`config.mk`:
```
export PLATFORM = sky130hd
export DESIGN_NAME = da_bit_serializer
export DESIGN_NICKNAME = d
export VERILOG_FILES = /design/src/rtl/da_bit_serializer.sv
export SDC_FILE = /design/constraint.sdc
export NUM_CORES = 1
export LEC_CHECK = 0
export ABC_AREA = 0
export BUFFER_PORTS_ARGS = -buffer_cell sky130_fd_sc_hd__buf_4
export CORE_MARGIN = 2
export CORE_UTILIZATION = 25
export CTS_BUF_LIST = sky130_fd_sc_hd__clkbuf_16
export DETAILED_ROUTE_END_ITERATION = 6
export GPL_ROUTABILITY_DRIVEN = 0
export GPL_TIMING_DRIVEN = 0
export MAX_ROUTING_LAYER = met4
export PLACE_DENSITY = 0.48
export RECOVER_POWER = 100
export SLEW_MARGIN = 10
export SYNTH_ARGS = -nofsm -noshare
export SYNTH_HDL_FRONTEND = slang
export SYNTH_SLANG_ARGS = --single-unit
export TNS_END_PERCENT = 100
```
`constraint.sdc`:
```
create_clock -name clk3 -period 32.7 [get_ports clk3]
set_clock_uncertainty 0.1 [all_clocks]
set_input_delay 1.635 -clock clk3 [delete_from_list [all_inputs] [get_ports clk3]]
set_output_delay 1.635 -clock clk3 [all_outputs]
set_load 0.03 [all_outputs]
```
`src/rtl/da_bit_serializer.sv`:
```
// Distributed-arithmetic bit serializer: 64-tap x DATA_W delay line emitted as one bit-slice per cycle.
// Build option: define DA_MSB_FIRST_EN for MSB-first slice order (default is LSB-first).
module da_bit_serializer #(
  parameter int DATA_W = 8
) (
  input  logic                       clk3,
  input  logic                       rst,
  input  logic signed [DATA_W-1:0]   sample_in,
  input  logic                       sample_valid,
  output logic                       sample_ready,
  output logic [7:0]                 x1_bit,
  output logic [7:0]                 x2_bit,
  output logic [7:0]                 x3_bit,
  output logic [7:0]                 x4_bit,
  output logic [7:0]                 x5_bit,
  output logic [7:0]                 x6_bit,
  output logic [7:0]                 x7_bit,
  output logic [7:0]                 x8_bit,
  output logic [$clog2(DATA_W)-1:0]  bit_idx,
  output logic                       bit_valid,
  output logic                       sign_bit,
  output logic                       frame_last
);

  localparam int TAPS  = 64;
  localparam int IDX_W = $clog2(DATA_W);
  localparam logic [IDX_W-1:0] LAST_ORD = IDX_W'(DATA_W - 1);

  typedef enum logic {S_IDLE, S_SERIAL} state_t;

  state_t state_q, state_d;

  logic signed [DATA_W-1:0] taps_q   [TAPS];
  logic signed [DATA_W-1:0] shift_p0 [TAPS];
  logic [TAPS-1:0]          slice_p0, slice_p1;
  logic [IDX_W-1:0]         ord_p0, bit_p0, ord_p1, idx_p1;
  logic                     accept_p0;
  logic                     vld_p1, sign_p1, last_p1, ready_p1;

  // Slice ordinal (0 = first emitted) to sample bit position.
  function automatic logic [IDX_W-1:0] ord_to_bit(input logic [IDX_W-1:0] ord);
`ifdef DA_MSB_FIRST_EN
    return LAST_ORD - ord;
`else
    return ord;
`endif
  endfunction

  always_ff @(posedge clk3) begin
    if (rst) state_q <= S_IDLE;
    else     state_q <= state_d;
  end

  always_comb begin
    state_d   = state_q;
    accept_p0 = ready_p1 && sample_valid;
    case (state_q)
      S_IDLE:   if (accept_p0) state_d = S_SERIAL;
      S_SERIAL: if (ord_p1 == LAST_ORD) state_d = S_IDLE;
      default:  state_d = S_IDLE;
    endcase
  end

  // Stage p0: post-shift view of the delay line and next slice selection.
  // On acceptance the first slice must come from the shifted line, not the stored one.
  always_comb begin
    shift_p0[0] = sample_in;
    for (int i = 1; i < TAPS; i++) shift_p0[i] = taps_q[i-1];
    ord_p0   = accept_p0 ? '0 : ord_p1 + 1'b1;
    bit_p0   = ord_to_bit(ord_p0);
    slice_p0 = '0;
    for (int i = 0; i < TAPS; i++)
      slice_p0[i] = accept_p0 ? shift_p0[i][bit_p0] : taps_q[i][bit_p0];
  end

  // Stage p1: registered delay line and slice outputs.
  always_ff @(posedge clk3) begin
    if (rst) begin
      for (int i = 0; i < TAPS; i++) taps_q[i] <= '0;
      ready_p1 <= 1'b1;
      vld_p1   <= 1'b0;
      sign_p1  <= 1'b0;
      last_p1  <= 1'b0;
      idx_p1   <= '0;
      ord_p1   <= '0;
      slice_p1 <= '0;
    end else begin
      if (accept_p0)
        for (int i = 0; i < TAPS; i++) taps_q[i] <= shift_p0[i];
      ready_p1 <= (state_d == S_IDLE);
      if (state_d == S_SERIAL) begin
        vld_p1   <= 1'b1;
        sign_p1  <= (bit_p0 == LAST_ORD);
        last_p1  <= (ord_p0 == LAST_ORD);
        idx_p1   <= bit_p0;
        ord_p1   <= ord_p0;
        slice_p1 <= slice_p0;
      end else begin
        vld_p1   <= 1'b0;
        sign_p1  <= 1'b0;
        last_p1  <= 1'b0;
        idx_p1   <= '0;
        ord_p1   <= '0;
        slice_p1 <= '0;
      end
    end
  end

  assign sample_ready = ready_p1;
  assign bit_valid    = vld_p1;
  assign sign_bit     = sign_p1;
  assign frame_last   = last_p1;
  assign bit_idx      = idx_p1;
  assign x1_bit       = slice_p1[7:0];
  assign x2_bit       = slice_p1[15:8];
  assign x3_bit       = slice_p1[23:16];
  assign x4_bit       = slice_p1[31:24];
  assign x5_bit       = slice_p1[39:32];
  assign x6_bit       = slice_p1[47:40];
  assign x7_bit       = slice_p1[55:48];
  assign x8_bit       = slice_p1[63:56];

endmodule
```
; ---- Word-level counts from Yosys, hierarchy flattened
; Memories as Yosys holds them, arrays and structs flattened.
; Index checks and enable logic that the tools add are counted.
[word_totals]
register_bits = 71
ramBits = 512
inputBits = 11
out_inout_bits = 71
elab_cells = 346
mem_count = 1
[op_classes]
n_addsub = 1
n_lt_le_gt_ge = 1
eq_ne = 2
muxes = 267
n_bitwise = 66
reduce_logical = 2
[memory_table]
columns = name, depth, word_bits, read_ports, rd_ports_with_merged_regs, wr, line
row1 = taps_q, 64, 8, 64, 0, 64, 33  ; logic signed [DATA_W-1:0] taps_q [TAPS];
[ops]
columns = operator, count
row1 = two-way mux 8 bit, 64
row2 = binary-select mux 1 bit (select 3 bit), 65
row3 = two-way mux 1 bit, 136
row4 = bitwise OR 1 bit, 64
row5 = == test 3 bit (second input constant), 2
row6 = less-than comparator 3 x 4 -> 1 bit (second input constant), 1
row7 = adder 3 x 1 -> 3 bit (second input constant), 1
row8 = two-way mux 3 bit, 1
row9 = NOT 1 bit, 2
row10 = one-hot mux 1 bit (2 select lines), 1
row11 = OR reduction 2 bit, 1
row12 = logical AND 1 bit, 1

; ---- Longest topological paths before layout
; Gate-level depths: netlist of run 1.
[depth]
depth_word = 5
depth_mapped = 8
ltp_nobuf = 7

; ---- Worst setup path after synthesis of run 1
; OpenSTA, ideal clock, no wires.
[synth_timing]
path_kind = input -> register
startpoint = input rst
endpoint = memory taps_q[0][0] (enable)
setup_time_ps = 970
arrival_ps = 14354
required_ps = 31630
path_slack_ps = 17276
path_stages = 3
path_buffers = 2
cell_sequence = clkbuf_1 clkbuf_1 nand2b_1
[synth_rtl]
columns = element, line
row1 = "start, declared", 7  ; input logic rst,
row2 = "end, declared", 33

==> summary.md, run 1 <==
| Metric | Value |
|---|---|
| Total power | `0.00185 W` |
| CTS tree | `done` |
| Crit path max fanout | `63` |
| DRC viols | `0` |
| Clock period minus worst slack | `14.61 ns` |
| CTS max path bufs | `3` |
| Site row count | `117` |
| Cts hold-fix bufs | `0` |
| Ys async rst share | `0%` |
| Number of max-cap violations | `10` |
| Netlist cell types | `43` |
| CTS sink cnt | `582` |
| Synth Warn # | `0` |
| Part of the cycle the worst path needs | `44.7%` |
| Vias post-DR | `14,900` |
| Synth Net Count | `1,829` |
| FF/Latch Area | `16,800 um^2` |
| Post-synth EDFFs | `512` |
| P per Cell Area | `62.9 nW/um^2` |
| Area delta synth->final | `15.0%` |
| Worst EP arrival | `14.63 ns` |
| Sequential fraction of the synthesis area | `65.5%` |
| Worst Path Required | `32.72 ns` |
| Setup-failing EPs final | `0` |
| Worst-margin pin slew | `3.53 ns` |
| Status | `complete, but fails checks` |
| Detail Route Antenna Nets | `0` |
| Worst skew pair latency | `0.60 ns` |
| Setup ws final | `18.09 ns` |
| Failing checks | `capacitance limit, slew limit` |
| Fillers | `10,400` |
| Main synth FF type | `edfxtp_1` |
| Leakage | `10.3 nW` |
| CTS buffer count | `68` |
| Worst slew margin | `-135%` |
| Share of layout cells above drive strength 1 | `11.1%` |
| Count of final hold-check violations | `0` |
| DPL Wire Length | `43.2 mm` |
| DRT iter0 DRCs | `1,055` |
| Post-Syn Instances | `1,816` |
| Peak Freq | `0.0685 GHz` |
| Die ar. | `105,000 um^2` |
| Worst-path clk slew | `0.06 ns` |
| Grt ovf | `0` |
| Height of the die | `324 um` |
| Vias in the first global route | `15,800` |
| Final wirelength | `64.3 mm` |
| GRT Overall Usage | `12.6%` |
| Initial Util | `25.2%` |
| Element type at the critical path end | `register` |
| First-pass GRT wire length | `98.3 mm` |
| VDD IR max | `36.2 uV` |
| CP Launch Type | `input port` |
| Pre-CTS WS | `27.40 ns` |
| Mean Syn Cell Area | `14.1 um^2` |
| Slew Limit Fails | `537` |
| Antenna violations before repair | `2` |
| Largest net degree at the start of global routing | `65` |
| # IOs | `82` |
| Root Driver | `clkbuf_16` |
| Core ar. | `102,000 um^2` |
| Drt via density | `4.39` |
| Die width | `324 um` |
| Drt wl/cell | `18.9 um` |
| Setup TNS | `0 ns` |
| Synthesis-stage register bit count | `582` |
| Area occupied by multi-input gates | `7830 um^2` |
| Nets@finish | `1,987` |
| RSZ-0062 raised after global routing | `false` |
| Post-cts resize count | `0` |
| Hold Path Class | `reg2reg` |
| Critical path class | `in2reg` |
| Cell Area, Synth | `25,600 um^2` |
| 1st-pass router iterations | `5` |
| H-tree Lvls | `3` |
| IO buf count | `80` |
| Postcts setup bufs | `0` |
logic make-up after synthesis:
logic type | after synthesis | share of synthesized area, %
flip-flops | 582 | 65.5
buffers and inverters | 141 | 2.50
AND/OR/NAND/NOR | 749 | 16.2
AO/OA/AOI/OAI | 259 | 9.16
adder cells (fa/ha/maj) | 2 | 0.0976
multiplexers | 83 | 6.59
area by class of cell:
type / instances / share of cell area, %
timing repair buffer: 88 / 1.22
clock buffer: 71 / 6.03
antenna: 2 / 0.0170
tap: 1368 / 5.81
sequential: 582 / 56.9
inverter: 3 / 0.0382
buffer: 138 / 2.11
clock inverter: 50 / 1.32
multi-input combinational: 1093 / 26.6
metrics by stage:
step,hold WS (ns),utilization [%],instance area [um^2],instances
finish,0.443,29.0,29500,3395
global route,0.456,29.0,29500,3394
CTS,0.442,29.8,30300,3393
detailed placement,0.434,27.7,28200,3272
global placement,0.422,27.5,27900,3264
floorplan,0.400,-,25600,1816
Yosys cell counts (3+ instances only):
| library cell | n | area share [%] |
|---|---|---|
| nand2_1 | 218 | 3.2 |
| dfxtp_1 | 70 | 5.5 |
| and2_1 | 274 | 6.7 |
| clkbuf_1 | 84 | 1.2 |
| buf_6 | 5 | 0.22 |
| a41oi_2 | 50 | 3.2 |
| nand2b_1 | 3 | 0.073 |
| a21oi_1 | 12 | 0.23 |
| edfxtp_1 | 512 | 60 |
| a211oi_1 | 3 | 0.088 |
| mux2i_1 | 9 | 0.35 |
| mux2_2 | 6 | 0.26 |
| a22oi_1 | 55 | 1.6 |
| buf_4 | 10 | 0.29 |
| nor2b_1 | 240 | 5.9 |
| o21ai_0 | 9 | 0.18 |
| a21o_1 | 113 | 3.3 |
| mux4_2 | 68 | 6.0 |
| nor2_1 | 6 | 0.088 |
| buf_1 | 10 | 0.15 |
| buf_2 | 29 | 0.57 |
registers in the layout, indices dropped and copies added, names as in the netlist:
name / cells
taps_q: 512
bit_idx: 3
sample_ready: 1
frame_last: 1
state_q: 1
slice_p1: 64
power breakdown:
group,switching [W],internal [W]
clock network,0.000307,0.000440
logic,0.000117,0.0000693
registers,0.0000344,0.000887
total,0.000459,0.00140
placed cells by master, fill, tap and decap left out, types with 26 or more instances in the layout:
cell,instances
a21o_1,113
a22oi_1,55
a41oi_1,50
and2_0,164
and2_1,110
buf_2,26
clkbuf_1,171
clkbuf_16,71
dfxtp_1,70
edfxtp_1,512
mux4_2,68
nand2_1,219
nor2b_1,240
final timing paths:
| kind | slack [ns] | start | to | cells past startpoint |
|---|---|---|---|---|
| min reg2reg | 0.44 | taps_q[0][145] | taps_q[0][153] | 1 |
| min | 0.44 | taps_q[0][145] | taps_q[0][153] | 1 |
| max reg2reg | 19.44 | sample_ready | taps_q[0][325] | 7 |
| max | 18.09 | sample_valid | taps_q[0][325] | 8 |
layer usage:
layer	up-vias	share of wire, %	track usage (%)
met1	7611	47	16.9
met2	308	46	19.4
li1	6898	-	-
met4	0	1.9	3.85
met3	76	4.8	2.44
met5	-	0	-
worst max-delay path, cell delays in order:
cell      delay [ns]
clkbuf_1        0.27
clkbuf_1        0.65
nand2_1         0.49
nand2b_1        1.80
clkbuf_1        2.21
clkbuf_1        2.40
clkbuf_1        2.45
clkbuf_1        2.60
Power figures use the tool's default switching activity.
==> inputs of run 2 (changes only) <==
- ABC_AREA: 0 -> 1
- clock period: 32.7 -> 13.65 ns (I/O delays scaled with it)
==> summary.md, run 2 <==
| Metric | Value |
|---|---|
| Status | `complete, but fails checks` |
| Failing checks | `capacitance limit, slew limit` |
| Slew Limit Fails | `370` |
| Antenna cell count | `0` |
| Worst skew pair latency | `0.62 ns` |
| CP Launch Type | `register` |
| Critical path endpoint | `taps_q[0][72]` |
| Pre-CTS WS | `10.31 ns` |
| Setup-failing EPs final | `0` |
| GR Layer Usage met2 | `22.2%` |
| Antenna violations before repair | `2` |
| Setup ws final | `6.04 ns` |
| CTS sink cnt | `582` |
| Leakage | `13.7 nW` |
| Die width | `335 um` |
| R2r endpoint | `taps_q[0][72]` |
| R2r setup slk | `6.04 ns` |
| Placed cell count | `4,605` |
| Critical path class | `reg2reg` |
| Top reg by flops | `taps_q` |
| Cts hold-fix bufs | `0` |
| CTS tree | `done` |
| Worst-path clk slew | `0.06 ns` |
| Commonest non-fill, non-tap cell in the layout | `nand3_1` |
| Share of the synthesized area in the top cell type | `56.2%` |
| R2r startpoint | `sample_ready` |
| Vias post-DR | `20,400` |
| Sequential fraction of the synthesis area | `61.3%` |
| Top-count cell post-synth | `nand3_1` |
| Crit path max fanout | `34` |
| Area occupied by multi-input gates | `7370 um^2` |
| Share of layout cells above drive strength 1 | `6.29%` |
| DPL Wire Length | `53.6 mm` |
| Area delta synth->final | `14.7%` |
| Mean Syn Cell Area | `8.83 um^2` |
| Drt wl/cell | `16.3 um` |
| Ys async rst share | `0%` |
| GR Util met1 | `19.0%` |
| Worst Path Required | `13.83 ns` |
| Drt via density | `4.32` |
| CTS buffer count | `66` |
| DRT iter0 DRCs | `1,695` |
| First-pass GRT wire length | `118 mm` |
| Post-synth EDFFs | `512` |
| Worst slew margin | `-127%` |
| Worst-margin pin slew | `3.40 ns` |
| Synth Net Count | `3,112` |
| RSZ-0062 raised after global routing | `false` |
| Largest net degree at the start of global routing | `63` |
| Most frequent cells in the layout | `nand3_1, inv_1, nand2_1` |
| Grt ovf | `0` |
| VDD IR max | `84.3 uV` |
| Clock period minus worst slack | `7.61 ns` |
| Peak Freq | `0.131 GHz` |
| Element type at the critical path end | `register` |
| Initial Util | `25.2%` |
| Fin util | `28.9%` |
| Number of max-cap violations | `9` |
| Post-cts resize count | `0` |
| Non-Filler Instances | `4,722` |
| # IOs | `82` |
| Post-Syn Instances | `3,099` |
| Die ar. | `112,000 um^2` |
| Top cells by area, synth | `edfxtp_1, nand3_1, inv_1` |
| Total power | `0.00440 W` |
| P per Cell Area | `140 nW/um^2` |
| Yosys top cell by area | `edfxtp_1` |
| Main synth FF type | `edfxtp_1` |
| 1st-pass router iterations | `6` |
| Netlist cell types | `25` |
| IO buf count | `80` |
| Height of the die | `335 um` |
| Count of final hold-check violations | `0` |
| Worst EP arrival | `7.79 ns` |
| Site row count | `121` |
| Met3 usage in global routing | `2.24%` |
| Fillers | `11,700` |
| Detail Route Antenna Nets | `0` |
| H-tree Lvls | `3` |
| Worst setup path start | `sample_ready` |
| Final wirelength | `77.0 mm` |
| Nets@finish | `3,272` |
| GRT Overall Usage | `14.1%` |
| Part of the cycle the worst path needs | `55.7%` |
| FF/Latch Area | `16,800 um^2` |
| Root Driver | `clkbuf_16` |
| DRC viols | `0` |
| Postcts setup bufs | `0` |
| CTS max path bufs | `3` |
| Core ar. | `109,000 um^2` |
| Cell Area, Synth | `27,400 um^2` |
| Hold Path Class | `in2reg` |
| Most frequent cells after synthesis | `nand3_1, inv_1, nand2_1, nor2_1, edfxtp_1` |
| Synthesis-stage register bit count | `582` |
| Most Used Layer, Global Route | `met2` |
| Synth Warn # | `0` |
| Vias in the first global route | `19,800` |
| Largest register FFs | `512` |
| Reg2Reg Depth | `8` |
-- run 2: worst min path at each step --
| stage | startpoint | endpoint | slack, ns | depth (start not counted) |
|---|---|---|---|---|
| final | sample_in[7] | taps_q[0][7] | 0.30 | 3 |
| after floorplan | taps_q[0][396] | taps_q[0][404] | 0.42 | 2 |
| after CTS | sample_in[7] | taps_q[0][7] | 0.28 | 3 |
| after detailed placement | taps_q[0][295] | taps_q[0][303] | 0.43 | 2 |
| after global routing | sample_in[4] | taps_q[0][4] | 0.32 | 3 |
| after global placement | taps_q[0][302] | taps_q[0][310] | 0.42 | 2 |
-- run 2: cells by family after synthesis --
family,count (synthesis),share of synthesized area (%)
compound gates,9,0.174
fa+ha+maj,2,0.0914
buf+inv,776,11.7
flops,582,61.3
simple gates,1730,26.8
-- run 2: metrics by stage --
stage / hold WS [ns] / TNS [ns] / cell area, um^2
final: 0.296 / 0 / 31400
after global routing: 0.318 / 0 / 31400
after CTS: 0.278 / 0 / 31900
after detailed placement: 0.431 / 0 / 30000
after global placement: 0.424 / -3295.04 / 29700
after floorplan: 0.416 / 0 / 27400
-- run 2: layout make-up --
cell class | instances | share of cell area, %
multi-input combinational | 1741 | 23.5
clock buffer | 67 | 5.34
sequential | 582 | 53.4
timing repair buffer | 92 | 1.41
clock inverter | 50 | 0.678
inverter | 582 | 6.97
buffer | 194 | 3.05
tap | 1414 | 5.64
-- run 2: critical path: stages, from the launching register on --
cell,delay [ns]
dfxtp_1,0.35
nand2_1,0.31
clkbuf_1,0.44
clkbuf_1,0.39
nand2_1,1.13
clkbuf_1,1.36
clkbuf_1,1.42
clkbuf_1,1.41
buf_12,0.32
-- run 2: routing by layer --
| layer | vias to the layer above | share of wire, % |
|---|---|---|
| met5 | - | 0 |
| met4 | 0 | 2.2 |
| met3 | 108 | 5.2 |
| met2 | 478 | 46 |
| met1 | 9723 | 47 |
| li1 | 10100 | - |
-- run 2: power breakdown --
part           switching, W  internal (W)  leakage (nW)
clock network      0.000740      0.000887          1.02
logic              0.000439      0.000170          6.53
registers         0.0000542       0.00211          6.11
==> inputs of run 3 (changes only) <==
- clock period: 13.65 -> 7.85 ns (I/O delays scaled with it)
==> summary.md, run 3 (synthesized netlist as in run 2, its figures left out) <==
| Metric | Value |
|---|---|
| Max stage delay on crit path | `1.63 ns` |
| Total power | `0.00790 W` |
| 1st-pass router iterations | `5` |
| CTS tree | `done` |
| Largest register FFs | `512` |
| Placed cell count | `4,598` |
| Worst Path Required | `8.01 ns` |
| Hold path depth | `3` |
| Slowest CP cell | `nand2_1` |
| P per Cell Area | `249 nW/um^2` |
| Grt ovf | `0` |
| Initial Util | `25.2%` |
| DRC viols | `0` |
| H-tree Lvls | `3` |
| Area delta synth->final | `15.8%` |
| Fin area | `31,700 um^2` |
| Core ar. | `109,000 um^2` |
| Clock period minus worst slack | `5.05 ns` |
| R2r setup slk | `2.80 ns` |
| Vias in the first global route | `20,200` |
| Worst EP arrival | `5.21 ns` |
| DP Area | `29,900 um^2` |
| Largest net degree at the start of global routing | `107` |
| Leakage | `13.8 nW` |
| Die ar. | `112,000 um^2` |
| Most frequent cells in the layout | `nand3_1, inv_1, nand2_1` |
| Antenna cell count | `0` |
| Cts hold-fix bufs | `3` |
| Crit path cell chain | `nand2_1 -> clkbuf_1 -> buf_2 -> nand2_1 -> buf_16 -> buf_16` |
| Worst skew pair latency | `0.62 ns` |
| WP buf/inv | `4` |
| Detail Route Antenna Nets | `0` |
| Final wirelength | `77.5 mm` |
| Count of final hold-check violations | `0` |
| Slew Limit Fails | `61` |
| DPL Wire Length | `52.9 mm` |
| Crit path max fanout | `105` |
| GRT Overall Usage | `14.2%` |
| R2r endpoint | `taps_q[0][264]` |
| Peak Freq | `0.198 GHz` |
| Die width | `335 um` |
| Setup-failing EPs final | `0` |
| Postcts setup bufs | `0` |
| Status | `complete, but fails checks` |
| Nets@finish | `3,271` |
| Drt wl/cell | `16.4 um` |
| Antenna violations before repair | `1` |
| Site row count | `121` |
| Reg2Reg Depth | `6` |
| Fillers | `11,700` |
| Height of the die | `335 um` |
| IO buf count | `80` |
| CTS buffer count | `69` |
| Top reg by flops | `taps_q` |
| Worst slew margin | `-89.9%` |
| First-pass GRT wire length | `119 mm` |
| Worst-path clk slew | `0.06 ns` |
| Area occupied by multi-input gates | `7370 um^2` |
| Commonest non-fill, non-tap cell in the layout | `nand3_1` |
| Number of max-cap violations | `1` |
| Post-cts resize count | `0` |
| FF/Latch Area | `16,800 um^2` |
| Critical path class | `reg2reg` |
| Element type at the critical path end | `register` |
| Part of the cycle the worst path needs | `64.4%` |
| Hold Path Class | `in2reg` |
| VDD IR max | `141 uV` |
| Worst-margin pin slew | `2.84 ns` |
| Root Driver | `clkbuf_16` |
| CP Launch Type | `register` |
| Non-Filler Instances | `4,727` |
| R2r startpoint | `sample_ready` |
| DRT iter0 DRCs | `1,620` |
| Vias post-DR | `20,500` |
| Hold_sp | `sample_in[6]` |
| RSZ-0062 raised after global routing | `false` |
| Share of layout cells above drive strength 1 | `6.64%` |
| CTS max path bufs | `3` |
| Crit-path leading delay family | `buffers and inverters` |
| Hold Path End | `taps_q[0][6]` |
| Failing checks | `capacitance limit, slew limit` |
| # IOs | `82` |
| CTS sink cnt | `582` |
| Drt via density | `4.33` |
==> run 3: changes by cell type in the layout (fill, tap and decap cells not counted), sizes merged <==
cell and delta:
buf +2, clkbuf -4, inv +2, clkinv -2
bufinv +3, clkinvlp +1, dlygate4sd3 +3
==> run 3: per-stage QoR <==
step	util, %	setup WS [ns]	hold WS, ns	TNS (ns)
floorplan	-	0.0377	0.416	0
global placement	27.4	-3.78	0.422	-1922.28
detailed placement	27.5	4.82	0.428	0
CTS	29.5	4.91	0.00626	0
global route	29.1	2.54	0.0198	0
finish	29.1	2.80	0.0232	0
==> run 3: tightest hold or removal path: stages <==
cell,delay (ns)
buf_4,0.08
inv_1,0.05
nor2_1,0.09
==> run 3: how the worst max path moves through the flow <==
stage | startpoint | end | slack [ns] | depth (start not counted)
6_report | sample_ready | taps_q[0][264] | 2.80 | 6
5_1_grt | sample_ready | taps_q[0][264] | 2.54 | 6
4_1_cts | sample_ready | taps_q[0][267] | 4.91 | 6
3_5_place_dp | sample_valid | taps_q[0][267] | 4.82 | 7
3_3_place_gp | sample_valid | taps_q[0][259] | -3.78 | 5
2_1_floorplan | sample_ready | taps_q[0][0] | 0.04 | 4
==> run 3: layout make-up <==
type                    count  area share (%)
plain buffers             194            3.02
clock buffers              72            5.69
clock inverters            54            1.01
inverters                 582            6.90
multi-input cells        1741            23.3
flip-flops and latches    582            52.9
well taps                1414            5.58
repair buffers             88            1.58
==> run 3: routing by layer <==
layer	vias to the layer above	track usage, %	routed length, um
met5	-	-	0
li1	10100	-	-
met3	120	2.30	3710
met1	9793	18.9	36200
met4	0	3.99	1930
met2	476	22.3	35700
==> run 3: power by group <==
part           internal [W]  leakage, nW  switching (W)
Sequential          0.00366         6.11      0.0000943
Clock               0.00175         1.14        0.00133
Combinational      0.000299         6.56       0.000764
